`src/rtl/lsu_access_sequencer.sv`:
```
// rtl/lsu_access_sequencer.sv - load/store sequencer: word-granular strobed beats, misaligned split and load merge
module lsu_access_sequencer #(
  parameter bit ALLOW_MISALIGNED = 1'b1,
  parameter int CNT_W            = 16
) (
  input  logic             clk,
  input  logic             rst,
  input  logic             req_valid,
  output logic             req_ready,
  input  logic             req_we,
  input  logic [2:0]       req_funct3,
  input  logic [31:0]      req_addr,
  input  logic [31:0]      req_wdata,
  output logic             resp_valid,
  output logic [31:0]      resp_rdata,
  output logic             resp_err,
  output logic             mem_req,
  output logic             mem_we,
  output logic [31:0]      mem_addr,
  output logic [3:0]       mem_wstrb,
  output logic [31:0]      mem_wdata,
  input  logic             mem_ready,
  input  logic [31:0]      mem_rdata,
  output logic [CNT_W-1:0] split_count
);

  typedef enum logic [1:0] {IDLE, BEAT0, BEAT1, RESP} state_t;

  state_t           state, state_next;
  logic             we_q, err_q, split_q;
  logic [2:0]       f3_q;
  logic [31:0]      addr_q, wdata_q, lo_q, hi_q;
  logic [CNT_W-1:0] cnt_q;

  logic             in_illegal, in_split, in_err;
  logic [1:0]       off;
  logic [3:0]       mask;
  logic [31:0]      word0;
  logic [31:0]      ld_word;
  logic [31:0]      ld_ext;

  // Decode of the incoming request, used only on the accepting edge
  always_comb begin
    in_illegal = 1'b0;
    case (req_funct3)
      3'b000, 3'b001, 3'b010: in_illegal = 1'b0;
      3'b100, 3'b101:         in_illegal = req_we;
      default:                in_illegal = 1'b1;
    endcase
    in_split = ((req_funct3[1:0] == 2'b01) && (req_addr[1:0] == 2'b11)) ||
               ((req_funct3[1:0] == 2'b10) && (req_addr[1:0] != 2'b00));
    in_err   = in_illegal || (in_split && (ALLOW_MISALIGNED == 1'b0));
  end

  always_comb begin
    off   = addr_q[1:0];
    word0 = {addr_q[31:2], 2'b00};
    case (f3_q[1:0])
      2'b00:   mask = 4'b0001;
      2'b01:   mask = 4'b0011;
      default: mask = 4'b1111;
    endcase
    // hi_q is zero for unsplit accesses, so one shift serves both cases
    ld_word = 32'({hi_q, lo_q} >> {off, 3'b000});
    case (f3_q)
      3'b000:  ld_ext = {{24{ld_word[7]}}, ld_word[7:0]};
      3'b001:  ld_ext = {{16{ld_word[15]}}, ld_word[15:0]};
      3'b100:  ld_ext = {24'd0, ld_word[7:0]};
      3'b101:  ld_ext = {16'd0, ld_word[15:0]};
      default: ld_ext = ld_word;
    endcase
  end

  always_comb begin
    state_next = state;
    req_ready  = 1'b0;
    resp_valid = 1'b0;
    resp_rdata = 32'd0;
    resp_err   = 1'b0;
    mem_req    = 1'b0;
    mem_we     = 1'b0;
    mem_addr   = 32'd0;
    mem_wstrb  = 4'd0;
    mem_wdata  = 32'd0;
    case (state)
      IDLE: begin
        req_ready = 1'b1;
        if (req_valid) state_next = in_err ? RESP : BEAT0;
      end
      BEAT0: begin
        mem_req  = 1'b1;
        mem_we   = we_q;
        mem_addr = word0;
        if (we_q) begin
          mem_wstrb = 4'({4'b0000, mask} << off);
          mem_wdata = wdata_q << {off, 3'b000};
        end
        if (mem_ready) state_next = split_q ? BEAT1 : RESP;
      end
      BEAT1: begin
        mem_req  = 1'b1;
        mem_we   = we_q;
        mem_addr = word0 + 32'd4;
        if (we_q) begin
          mem_wstrb = mask >> (3'd4 - {1'b0, off});
          mem_wdata = wdata_q >> {(3'd4 - {1'b0, off}), 3'b000};
        end
        if (mem_ready) state_next = RESP;
      end
      RESP: begin
        resp_valid = 1'b1;
        resp_err   = err_q;
        if (!err_q && !we_q) resp_rdata = ld_ext;
        state_next = IDLE;
      end
      default: state_next = IDLE;
    endcase
  end

  always_ff @(posedge clk) begin
    if (rst) begin
      state   <= IDLE;
      we_q    <= 1'b0;
      err_q   <= 1'b0;
      split_q <= 1'b0;
      f3_q    <= 3'd0;
      addr_q  <= 32'd0;
      wdata_q <= 32'd0;
      lo_q    <= 32'd0;
      hi_q    <= 32'd0;
      cnt_q   <= '0;
    end else begin
      state <= state_next;
      if (state == IDLE && req_valid) begin
        we_q    <= req_we;
        f3_q    <= req_funct3;
        addr_q  <= req_addr;
        wdata_q <= req_wdata;
        err_q   <= in_err;
        split_q <= in_split && !in_illegal;
        lo_q    <= 32'd0;
        hi_q    <= 32'd0;
      end
      if (state == BEAT0 && mem_ready) lo_q <= mem_rdata;
      if (state == BEAT1 && mem_ready) hi_q <= mem_rdata;
      if (state == RESP && split_q && !err_q && (cnt_q != '1)) cnt_q <= cnt_q + 1'b1;
    end
  end

  assign split_count = cnt_q;

endmodule
```
`config.mk`:
```
export PLATFORM = sky130hd
export DESIGN_NAME = lsu_access_sequencer
export DESIGN_NICKNAME = d
export VERILOG_FILES = /design/src/rtl/lsu_access_sequencer.sv
export SDC_FILE = /design/constraint.sdc
export NUM_CORES = 1
export LEC_CHECK = 0
export BUFFER_PORTS_ARGS = -buffer_cell sky130_fd_sc_hd__buf_2
export CAP_MARGIN = 15
export CELL_PAD_IN_SITES_DETAIL_PLACEMENT = 0
export CELL_PAD_IN_SITES_GLOBAL_PLACEMENT = 1
export CORE_MARGIN = 8
export CORE_UTILIZATION = 35
export CTS_CLUSTER_DIAMETER = 100
export DETAILED_ROUTE_END_ITERATION = 10
export PLACE_DENSITY_LB_ADDON = 0.1
export SKIP_LAST_GASP = 1
export SLEW_MARGIN = 0
export SYNTH_ARGS = -nofsm -noshare
export SYNTH_HDL_FRONTEND = slang
export SYNTH_SLANG_ARGS = --single-unit
```
`constraint.sdc`:
```
create_clock -name clk -period 2.9 [get_ports clk]
set_clock_uncertainty 0.2 [all_clocks]
set_input_delay 0.29 -clock clk [delete_from_list [all_inputs] [get_ports clk]]
set_output_delay 0.29 -clock clk [all_outputs]
set_load 0.03 [all_outputs]
```
==> impl_metrics.ini <==
[detailed_routing]
wire_per_inst_um = 19.1
firstDrtPassIters = 6
vias_per_cell = 5.49
drc = 0
ant_nets = 0
drt_first_iter_violations = 659
vias = 9791
finalWirelength_um = 34100

[critical_path]
timing.rr.start = state[0]$_SDFFE_PP0P_
cp_max_fo = 7
endpoint = mem_addr[29]
slowest_delay_ns = 0.58
arrival_ns = 2.38
ff2ff_path_depth = 5
crit_chain = nand4_4 > or4_4 > or4b_1 > o211ai_1 > buf_4
cp_slowest_cell = or4_4
cp-startpoint = addr_q[17]$_SDFFE_PP0P_
path_class = reg2out
worst-r2r-setup-slack_ns = 0.57
reg2reg_to = split_count[13]$_SDFFE_PP0P_
endpoint_kind = output port
cp-start-kind = flip-flop
worstPathRequired_ns = 2.41

[clock_network]
clock_latency_ns = 0.43
cts_buffers = 17
cts_tree = yes
cts_root_buf = clkbuf_16
cts.clk_slew.worst_paths_ns = 0.07
htreeDepth = 4
clk_path_buf_depth = 2
clock_sinks = 144

[final_layout]
nNetsFinal = 1550
fillers = 2472
fin_area_um2 = 12600
synthToLayoutAreaGrowth_pct = 42.3
drive_above_1_share_pct = 31.1
seqCellArea_um2 = 2930
multi_input_area_um2 = 5900

[power_and_ir_drop]
peakVddDrop_mv = 0.338
power_density_nw_per_um2 = 642
p_leak_nw = 4.98

[yosys]
yosysWarnings = 0
synth-seq-cells = 144
syn-cell-area_um2 = 8880
synth_area_per_cell_um2 = 7.81
syn_inst = 1137
synth_edf_count = 0
ys_types = 63
synth-seq-area-share_pct = 32.5
async_flop_share_pct = 0
synth_ff_type = dfxtp_1

[timing]
setup_violations = 0
min_period_ns = 2.87
hold_violations = 0
max-slew-margin-rel_pct = 53.6
worst_slack_ns = 0.0347
rsz0062_at_grt = true
maxSlewViolCount = 0
timing.fmax_ghz = 0.349
timing.final.crit_share_pct = 98.8
worst_pin_slew_ns = 0.697

[grt]
grt_max_degree = 63
grt_usage_pct = 21.6
grt_pass1_vias = 9702
grt_pass1_wl_um = 53700
grt-ovfl-total = 0
antenna_found_initial = 3

[floorplan]
die_w_um = 175
coreArea_um2 = 25000
die_h_um = 175
io_pins = 225
start_util_pct = 35.5
die_area_um2 = 30700
rows = 58

[run_status]
status = complete, no violations

[place]
placed_cell_area_um2 = 10600
place.gp.congestion = 0.827
pre_cts_slack_ns = 0.186
hpwl_um = 23300
numPortBuffers = 222

[worst_hold_path]
hold_class = in2reg

[job]
max_cap_violations = 0
## where the power goes
group | switching (W) | total (W) | internal (W)
logic | 0.00199 | 0.00329 | 0.00129
clock network | 0.000972 | 0.00217 | 0.00119
registers | 0.000385 | 0.00266 | 0.00228
total | 0.00335 | 0.00812 | 0.00476
## worst min-delay path by stage
stage | start | endpoint | slack (ns) | cells past startpoint
floorplan | req_we | we_q$_SDFFE_PP0P_ | 0.23 | 2
global placement | addr_q[31]$_SDFFE_PP0P_ | addr_q[31]$_SDFFE_PP0P_ | 0.27 | 2
detailed placement | we_q$_SDFFE_PP0P_ | we_q$_SDFFE_PP0P_ | 0.27 | 2
CTS | req_valid | state[1]$_SDFFE_PP0P_ | 0.11 | 5
global route | req_valid | state[1]$_SDFFE_PP0P_ | 0.14 | 5
finish | req_valid | state[1]$_SDFFE_PP0P_ | 0.12 | 5
## cell usage in the layout (no fill, tap or decap), types with 11 or more instances in the layout
master,instances
buf_4,53
mux2_2,18
o21ai_0,21
nor3_1,12
mux2i_1,47
a21oi_1,132
inv_1,12
dfxtp_4,11
nor2b_1,18
mux4_2,28
dfxtp_1,126
nor2_2,22
o2bb2ai_1,16
nand2_1,226
clkbuf_16,17
nor2_1,91
buf_2,209
dlygate4sd3_1,100
nand4_1,13
nand3_1,19
a22oi_1,66
## registers in the layout, summed over array words and instances (netlist names)
| register | flops |
|---|---|
| lo_q | 32 |
| hi_q | 24 |
| err_q | 1 |
| split_count | 16 |
| split_q | 1 |
| wdata_q | 32 |
| state | 2 |
| we_q | 1 |
| addr_q | 32 |
| f3_q | 3 |
## cells by family after synthesis
kind of cell,count (synthesis),share of synthesized area (%)
other,1,0.0422
DFF,144,32.5
AOI/OAI and AO/OA,309,22.3
muxes,93,14.7
and+or+nand+nor,470,24.2
adders and majority gates,7,0.987
buffers and inverters,112,5.21
xor gates and xnor gates,1,0.0987
## synth_stat cells, drive strengths merged (5+ instances only)
| cell type | number | area (µm²) |
|---|---|---|
| nand2 | 231 | 867 |
| dfxtp | 144 | 2880 |
| a21oi | 133 | 666 |
| nor2 | 113 | 427 |
| clkbuf | 70 | 263 |
| a22oi | 67 | 503 |
| mux2i | 47 | 470 |
| mux4 | 28 | 631 |
| buf | 27 | 144 |
| o21ai | 24 | 120 |
| nand3 | 20 | 100 |
| mux2 | 18 | 203 |
| nor2b | 18 | 113 |
| nor3 | 16 | 85.1 |
| o2bb2ai | 16 | 140 |
| nand4 | 15 | 124 |
| inv | 14 | 52.6 |
| a211oi | 13 | 97.6 |
| a32oi | 10 | 87.6 |
| and4 | 9 | 81.3 |
| a31oi | 8 | 50.1 |
| or4 | 8 | 61.3 |
| ha | 7 | 87.6 |
| o311ai | 6 | 52.6 |
| o31ai | 6 | 45.0 |
| nand2b | 5 | 31.3 |
| nor4 | 5 | 31.3 |
| o211ai | 5 | 37.5 |
| or3 | 5 | 31.3 |
## critical path, delay by kind of cell (launching register included)
kind | cells | cell delay (ns)
flops | 1 | 0.39
buf+inv | 1 | 0.19
compound gates | 1 | 0.11
simple gates | 3 | 1.26
## layer usage
metal	share of wire, %	GRT usage (%)	wire length, µm
met1	45	28.6	15400
met2	47	34.8	16100
met3	5.8	4.60	1970
met4	1.8	6.22	598
met5	0.029	0	10
## area by class of cell
| cell class | count | area share, % |
|---|---|---|
| Inverter | 15 | 0.446 |
| Timing Repair Buffer | 379 | 21.9 |
| Multi-Input combinational cell | 882 | 46.7 |
| Tap cell | 330 | 3.27 |
| Clock inverter | 14 | 1.07 |
| Antenna cell | 2 | 0.0396 |
| Clock buffer | 17 | 3.37 |
| Sequential cell | 144 | 23.2 |
## repair_timing
action                     4_1_cts  5_1_grt
resized for setup               40       56
hold endpoints to repair       124        0
pin swaps                        3        4
setup endpoints to repair       69       64
buffers inserted                 2        3
gates cloned                     3        0
hold buffers                   100        0
## stage by stage
step | util, % | hold WS (ns) | setup TNS [ns] | std cells | power [W]
after floorplan | - | 0.226 | 0 | 1138 | 0.00461
after global placement | 42.4 | 0.268 | 0 | 1642 | 0.00559
after detailed placement | 42.4 | 0.272 | 0 | 1642 | 0.00562
after CTS | 49.6 | 0.108 | -0.228 | 1778 | 0.00808
after global routing | 50.5 | 0.138 | -0.202 | 1783 | 0.00859
final | 50.5 | 0.119 | 0 | 1783 | 0.00812
(Power assumes the default switching activity.)
